**src/rtl/core_pkg.sv**
```systemverilog
// Shared definitions for the RV32I multi-cycle core.
// Holds the sequencer state type, the instruction-class type, the base
// opcodes (also used by control_unit) and the default reset PC, plus two
// small class predicates used by the sequencer.
package core_pkg;

  typedef enum logic [2:0] {
    S_FETCH,
    S_DECODE,
    S_EXECUTE,
    S_MEM,
    S_WRITEBACK,
    S_TRAP
  } seq_state_t;

  typedef enum logic [3:0] {
    OC_R,
    OC_IALU,
    OC_LOAD,
    OC_STORE,
    OC_LUI,
    OC_AUIPC,
    OC_BRANCH,
    OC_JAL,
    OC_JALR,
    OC_NONE
  } opclass_t;

  localparam logic [6:0] OP_R      = 7'b0110011;
  localparam logic [6:0] OP_IALU   = 7'b0010011;
  localparam logic [6:0] OP_LOAD   = 7'b0000011;
  localparam logic [6:0] OP_STORE  = 7'b0100011;
  localparam logic [6:0] OP_LUI    = 7'b0110111;
  localparam logic [6:0] OP_AUIPC  = 7'b0010111;
  localparam logic [6:0] OP_BRANCH = 7'b1100011;
  localparam logic [6:0] OP_JAL    = 7'b1101111;
  localparam logic [6:0] OP_JALR   = 7'b1100111;

  localparam logic [31:0] RESET_PC_DEFAULT = 32'h0000_0000;

  // Classes that produce a register result (rd == 0 is filtered separately).
  function automatic logic writes_rd(opclass_t c);
    return !(c == OC_STORE || c == OC_BRANCH || c == OC_NONE);
  endfunction

  // Unconditional redirects.
  function automatic logic is_jump(opclass_t c);
    return (c == OC_JAL) || (c == OC_JALR);
  endfunction

endpackage

```
**src/rtl/core_sequencer_if.sv**
```systemverilog
// Instruction- and data-memory handshake bundle of the core sequencer.
//   imem_req/imem_addr   -> fetch request and address (held until imem_valid)
//   imem_valid/imem_rdata <- fetch completion and instruction word
//   dmem_req/dmem_we/dmem_addr -> data access (held until dmem_ack)
//   dmem_ack             <- data access completion
// master: sequencer side; slave: memory side.
interface core_sequencer_if #(
  parameter int unsigned XLEN = 32
) ();

  logic            imem_req;
  logic [XLEN-1:0] imem_addr;
  logic            imem_valid;
  logic [31:0]     imem_rdata;
  logic            dmem_req;
  logic            dmem_we;
  logic [XLEN-1:0] dmem_addr;
  logic            dmem_ack;

  modport master (
    output imem_req, imem_addr, dmem_req, dmem_we, dmem_addr,
    input  imem_valid, imem_rdata, dmem_ack
  );

  modport slave (
    input  imem_req, imem_addr, dmem_req, dmem_we, dmem_addr,
    output imem_valid, imem_rdata, dmem_ack
  );

endinterface

```
**src/rtl/opclass_decode.sv**
```systemverilog
// Combinational opcode classifier.
//   opcode  in  7   instruction bits [6:0]
//   opclass out     instruction class (OC_NONE when illegal)
//   legal   out 1   1 when opcode is one of the supported RV32I classes
module opclass_decode
  import core_pkg::*;
(
  input  logic [6:0] opcode,
  output opclass_t   opclass,
  output logic       legal
);

  always_comb begin
    opclass = OC_NONE;
    legal   = 1'b1;
    case (opcode)
      OP_R:      opclass = OC_R;
      OP_IALU:   opclass = OC_IALU;
      OP_LOAD:   opclass = OC_LOAD;
      OP_STORE:  opclass = OC_STORE;
      OP_LUI:    opclass = OC_LUI;
      OP_AUIPC:  opclass = OC_AUIPC;
      OP_BRANCH: opclass = OC_BRANCH;
      OP_JAL:    opclass = OC_JAL;
      OP_JALR:   opclass = OC_JALR;
      default:   legal   = 1'b0;
    endcase
  end

endmodule

```
**src/rtl/core_sequencer.sv**
```systemverilog
// Multi-cycle instruction sequencer: FETCH -> DECODE -> EXECUTE -> [MEM] ->
// WRITEBACK, with a sticky TRAP state left only through reset_n.
//   clock, reset_n      clock (rising edge), asynchronous active-low reset
//   bus (master)        imem/dmem handshakes, see core_sequencer_if
//   inst_q, pc_q        latched instruction and its PC
//   decode_en, exec_en  one-cycle strobes in DECODE / EXECUTE
//   br_taken, target_addr, alu_result  datapath results sampled in EXECUTE
//   rf_we               register-file write strobe in WRITEBACK
//   trap                fault flag (state == TRAP)
//   instret             retired-instruction count
module core_sequencer
  import core_pkg::*;
#(
  parameter int unsigned     XLEN     = 32,
  parameter logic [XLEN-1:0] RESET_PC = XLEN'(RESET_PC_DEFAULT)
) (
  input  logic             clock,
  input  logic             reset_n,
  core_sequencer_if.master bus,
  output logic [31:0]      inst_q,
  output logic [XLEN-1:0]  pc_q,
  output logic             decode_en,
  output logic             exec_en,
  input  logic             br_taken,
  input  logic [XLEN-1:0]  target_addr,
  input  logic [XLEN-1:0]  alu_result,
  output logic             rf_we,
  output logic             trap,
  output logic [63:0]      instret
);

  seq_state_t      state;
  opclass_t        opclass;
  logic            legal;
  logic            redirect;
  logic            redirect_q;
  logic [XLEN-1:0] target_q;
  logic [XLEN-1:0] addr_q;

  // Classification is a pure function of the latched instruction, so it
  // stays valid from DECODE through WRITEBACK without a class register.
  opclass_decode u_opclass_decode (
    .opcode  (inst_q[6:0]),
    .opclass (opclass),
    .legal   (legal)
  );

  assign redirect = is_jump(opclass) || ((opclass == OC_BRANCH) && br_taken);

  always_ff @(posedge clock or negedge reset_n) begin
    if (!reset_n) begin
      state      <= S_FETCH;
      pc_q       <= RESET_PC;
      inst_q     <= '0;
      instret    <= '0;
      redirect_q <= 1'b0;
    end else begin
      case (state)
        S_FETCH: begin
          if (bus.imem_valid) begin
            inst_q <= bus.imem_rdata;
            state  <= S_DECODE;
          end
        end
        S_DECODE: state <= legal ? S_EXECUTE : S_TRAP;
        S_EXECUTE: begin
          redirect_q <= redirect;
          // Only bit 1 matters: bit 0 of a target is always discarded.
          if (redirect && target_addr[1])
            state <= S_TRAP;
          else if ((opclass == OC_LOAD) || (opclass == OC_STORE))
            state <= S_MEM;
          else
            state <= S_WRITEBACK;
        end
        S_MEM: begin
          if (bus.dmem_ack) state <= S_WRITEBACK;
        end
        S_WRITEBACK: begin
          pc_q    <= redirect_q ? (target_q & ~XLEN'(1)) : (pc_q + XLEN'(4));
          instret <= instret + 64'd1;
          state   <= S_FETCH;
        end
        S_TRAP: ;
        default: state <= S_TRAP;
      endcase
    end
  end

  // Datapath captures carry no reset; they are only consumed after EXECUTE.
  always_ff @(posedge clock) begin
    if (state == S_EXECUTE) begin
      target_q <= target_addr;
      addr_q   <= alu_result;
    end
  end

  // The reset state is FETCH, so the fetch request is also gated by reset_n
  // to keep it low while reset is held and drop it as soon as reset asserts.
  assign bus.imem_req  = reset_n && (state == S_FETCH);
  assign bus.imem_addr = pc_q;
  assign bus.dmem_req  = (state == S_MEM);
  assign bus.dmem_we   = (state == S_MEM) && (opclass == OC_STORE);
  assign bus.dmem_addr = addr_q;
  assign decode_en     = (state == S_DECODE);
  assign exec_en       = (state == S_EXECUTE);
  assign rf_we         = (state == S_WRITEBACK) && writes_rd(opclass) && (inst_q[11:7] != 5'd0);
  assign trap          = (state == S_TRAP);

endmodule

```
**src/flat_wrapper.sv**
```systemverilog
// flat-port wrapper written by rule: the top's interface ports become plain ports
module core_sequencer_flat import core_pkg::*;
#(
  parameter int unsigned     XLEN     = 32,
  parameter logic [XLEN-1:0] RESET_PC = XLEN'(RESET_PC_DEFAULT)
)
  (clock, reset_n, inst_q, pc_q, decode_en, exec_en, br_taken, target_addr, alu_result, rf_we, trap, instret, bus_imem_req, bus_imem_addr, bus_dmem_req, bus_dmem_we, bus_dmem_addr, bus_imem_valid, bus_imem_rdata, bus_dmem_ack);
  core_sequencer_if #(.XLEN(XLEN)) bus_i ();
  input  logic clock;
  input  logic reset_n;
  output logic [31:0] inst_q;
  output logic [XLEN-1:0] pc_q;
  output logic decode_en;
  output logic exec_en;
  input  logic br_taken;
  input  logic [XLEN-1:0] target_addr;
  input  logic [XLEN-1:0] alu_result;
  output logic rf_we;
  output logic trap;
  output logic [63:0] instret;
  output wire logic [$bits(bus_i.imem_req)-1:0] bus_imem_req;
  output wire logic [$bits(bus_i.imem_addr)-1:0] bus_imem_addr;
  output wire logic [$bits(bus_i.dmem_req)-1:0] bus_dmem_req;
  output wire logic [$bits(bus_i.dmem_we)-1:0] bus_dmem_we;
  output wire logic [$bits(bus_i.dmem_addr)-1:0] bus_dmem_addr;
  input wire logic [$bits(bus_i.imem_valid)-1:0] bus_imem_valid;
  input wire logic [$bits(bus_i.imem_rdata)-1:0] bus_imem_rdata;
  input wire logic [$bits(bus_i.dmem_ack)-1:0] bus_dmem_ack;
  assign bus_imem_req = bus_i.imem_req;
  assign bus_imem_addr = bus_i.imem_addr;
  assign bus_dmem_req = bus_i.dmem_req;
  assign bus_dmem_we = bus_i.dmem_we;
  assign bus_dmem_addr = bus_i.dmem_addr;
  assign bus_i.imem_valid = bus_imem_valid;
  assign bus_i.imem_rdata = bus_imem_rdata;
  assign bus_i.dmem_ack = bus_dmem_ack;
  core_sequencer #(.XLEN(XLEN), .RESET_PC(RESET_PC)) u_core (.clock(clock), .reset_n(reset_n), .bus(bus_i), .inst_q(inst_q), .pc_q(pc_q), .decode_en(decode_en), .exec_en(exec_en), .br_taken(br_taken), .target_addr(target_addr), .alu_result(alu_result), .rf_we(rf_we), .trap(trap), .instret(instret));
endmodule
```
**config.mk**
```make
export PLATFORM = sky130hd
export DESIGN_NAME = core_sequencer_flat
export DESIGN_NICKNAME = d
export VERILOG_FILES = /design/src/rtl/core_pkg.sv /design/src/rtl/core_sequencer_if.sv /design/src/rtl/opclass_decode.sv /design/src/rtl/core_sequencer.sv /design/src/flat_wrapper.sv
export SDC_FILE = /design/constraint.sdc
export NUM_CORES = 1
export LEC_CHECK = 0
export CORE_ASPECT_RATIO = 1.75
export CORE_MARGIN = 1
export CORE_UTILIZATION = 35
export DETAILED_ROUTE_END_ITERATION = 8
export MAX_ROUTING_LAYER = met4
export PLACE_DENSITY = 0.67
export SLEW_MARGIN = 20
export SYNTH_ARGS = -nofsm -noshare
export SYNTH_HDL_FRONTEND = slang
export SYNTH_SLANG_ARGS = --single-unit
```
**constraint.sdc**
```tcl
create_clock -name clock -period 3 [get_ports clock]
set_input_delay 0.3 -clock clock [delete_from_list [all_inputs] [get_ports clock]]
set_output_delay 0.3 -clock clock [all_outputs]
set_load 0.01 [all_outputs]
```
==> results.yml <==
cts:
  cts_root_buf: "clkbuf_16"
  cts_setup_buffers: 0
  path_clk_slew_ps: 70
  cts_resized: 0
  cts_htree_levels: 4
  cts_tree: "done"
  clock_sinks: 194
  clk_latency_ps: 460
  numCtsBuffers: 17
  clock_path_buffers: 2
  hold_buffers: 1
placed_design:
  port_buffers: 296
  routabilityCongestion: 0.7660
  hpwl_um: 16760
synthesis:
  yosysUniqueCellTypes: 68
  synth_top_family_by_area: "simple AND/OR/NAND/NOR gates"
  syn-cell-area_um2: 8712
  synth.avg_cell_area_um2: 11.92
  synth_flop_cell: "dfrtp_1"
  yosys.area_share.simple: 0.1683
  seq_area_frac_synth: 0.5934
  synth_enable_flop_cells: 63
  synth-xor-area-share: 0.06333
  synth_seq_cells: 194
  synth_warnings: 0
  synth_mux_area_frac: 0.04610
  synthAdderAreaFrac: 0.002872
  synth_compound_area_frac: 0.07123
  synth_cells: 731
  async_flop_share: 0.6753
setup_path:
  r2r-end: "u_core.instret[63]$_DFFE_PN0N_"
  cp-start-kind: "flop"
  r2r_start: "u_core.instret[26]$_DFFE_PN0N_"
  critPathArrivalTime_ps: 2500
  path_class: "reg2out"
  endpoint_kind: "output pin"
  rr_worst_depth: 5
  required_ps: 2700
  reg2reg_slack_ps: 480
  path_max_fanout: 8
global_route:
  antenna_found_initial: 2
  grt_pass1_wl_um: 36710
  grt_usage: 0.1956
  grt_pass1_vias: 6664
  grt.overflow.total: 0
  grt_max_degree: 66
final_layout:
  fillCellCount: 2215
  drive_gt1_frac: 0.09960
  final_cell_mix: "clkdlybuf4s50_1 (295), dfrtp_1 (130), edfxtp_1 (63), nor2_1 (45), nand2_1 (44)"
  regArea_um2: 5171
  fin_util: 0.5028
  nets: 1094
  areaGrowthSynthToFinish_pct: 41.59
  multi_input_area_um2: 3079
  final_common_cell: "clkdlybuf4s50_1"
floorplanning:
  coreArea_um2: 24530
  io_pins: 300
  fp.dieW_um: 121.3
  die_area_um2: 25550
  fp-row-count: 76
  initial_utilization: 0.3551
  die_h_um: 210.7
sta:
  tightest_slew_ps: 924.9
  hold_violations: 0
  slew_headroom: 0.3834
  finalCritPeriodShare: 0.9327
  layout_min_cycle_time_ps: 2798
  slew_violations: 0
  final.setup_skew_ps: 13.30
  tns_ps: 0
  max_freq_mhz: 357.4
  setup_violations: 0
  rsz0062_at_grt: "no"
detailed_routing:
  ant_nets: 0
  vias: 6648
  drc: 0
  wl_um: 23390
  wire_per_inst_um: 17.75
  drtIter0Drc: 349
  first_pass_iters: 5
  via_per_inst: 5.044
pwr:
  p_per_area_nw_per_um2: 480.6
  p_leak_nw: 4.920
  total_power_w: 0.005929
  ir_drop_uv: 541.7
job:
  drv_cap: 0
min_path:
  hold_path_class: "in2async"
run_status:
  status: "completed"
## worst max-delay path by stage
stage	start	endpoint	slack (ps)
after floorplan	u_core.state[1]$_DFFE_PN0P_	u_core.state[0]$_DFFE_PN0P_	90
after global placement	u_core.instret[26]$_DFFE_PN0N_	u_core.instret[63]$_DFFE_PN0N_	540
after detailed placement	u_core.instret[26]$_DFFE_PN0N_	u_core.instret[63]$_DFFE_PN0N_	480
after CTS	u_core.inst_q[6]$_DFFE_PN0P_	bus_dmem_we	180
after global routing	u_core.inst_q[6]$_DFFE_PN0P_	bus_dmem_we	100
final	u_core.inst_q[6]$_DFFE_PN0P_	bus_dmem_we	200
## flip-flops by register name, summed over array words and instances (netlist names)
register	flops
u_core.target_q	31
u_core.inst_q	32
u_core.instret	64
u_core.bus.imem_addr	31
u_core.redirect_q	1
u_core.bus.dmem_addr	32
u_core.state	3
## final cells by class
type                            count  share of cell area
Clock buffer                       19             0.03601
Tap cell                          312             0.03165
Inverter                           19            0.005782
Multi-Input combinational cell    452              0.2496
Timing Repair Buffer              307              0.2472
Clock inverter                     13             0.01014
Antenna cell                        2           0.0004057
Sequential cell                   194              0.4192
## metal layers
layer / part of all wire / up-vias / global-route usage
li1: - / 3131 / -
met1: 0.39 / 3275 / 0.2210
met2: 0.53 / 210 / 0.3283
met3: 0.050 / 32 / 0.04509
met4: 0.027 / 0 / 0.08514
met5: 0 / - / -
## power breakdown
| group | switching, W | internal (W) |
|---|---|---|
| Combinational | 0.000269 | 0.000446 |
| Sequential | 0.000146 | 0.00282 |
| Clock | 0.00106 | 0.00118 |
| Total | 0.00148 | 0.00445 |
## Yosys cell counts (8+ instances only)
master	count	area, um2
nand2_1	44	165.2
a21oi_1	22	110.1
nand4_1	23	143.9
buf_4	34	255.2
and3_1	12	75.07
nor4_1	10	62.56
xor2_1	33	289.0
mux2_2	33	371.6
xnor2_1	30	262.8
dfrtp_1	131	3278
nand3_1	29	145.1
or3_1	8	50.05
nor2_1	45	168.9
edfxtp_1	63	1892
clkbuf_1	23	86.33
nor3_1	30	150.1
and4_1	11	96.34
inv_1	19	71.32
o21ai_0	30	150.1
## cell families after synthesis
group,count (synthesis)
AO/OA/AOI/OAI,96
XOR/XNOR,63
adder cells (fa/ha/maj),2
buffers and inverters,86
flip-flops,194
multiplexers,36
other,1
AND/OR/NAND/NOR,253
## worst max-delay path: stages, from the launching register on
cell	delay, ps
dfrtp_1	460
nor2_1	110
or4b_2	650
nor3_1	240
clkdlybuf4s50_1	580
## metrics by stage
stage               hold slack, ps  setup WS, ps  instances  instance area, um2
global placement             103.4         539.6       1283               11750
finish                       219.4         201.9       1318               12340
global route                 206.3         100.4       1318               12340
detailed placement           104.5         484.7       1283               11750
floorplan                    4.409         90.35        732                8716
CTS                          182.1         177.3       1316               12330
(Power assumes the default switching activity.)
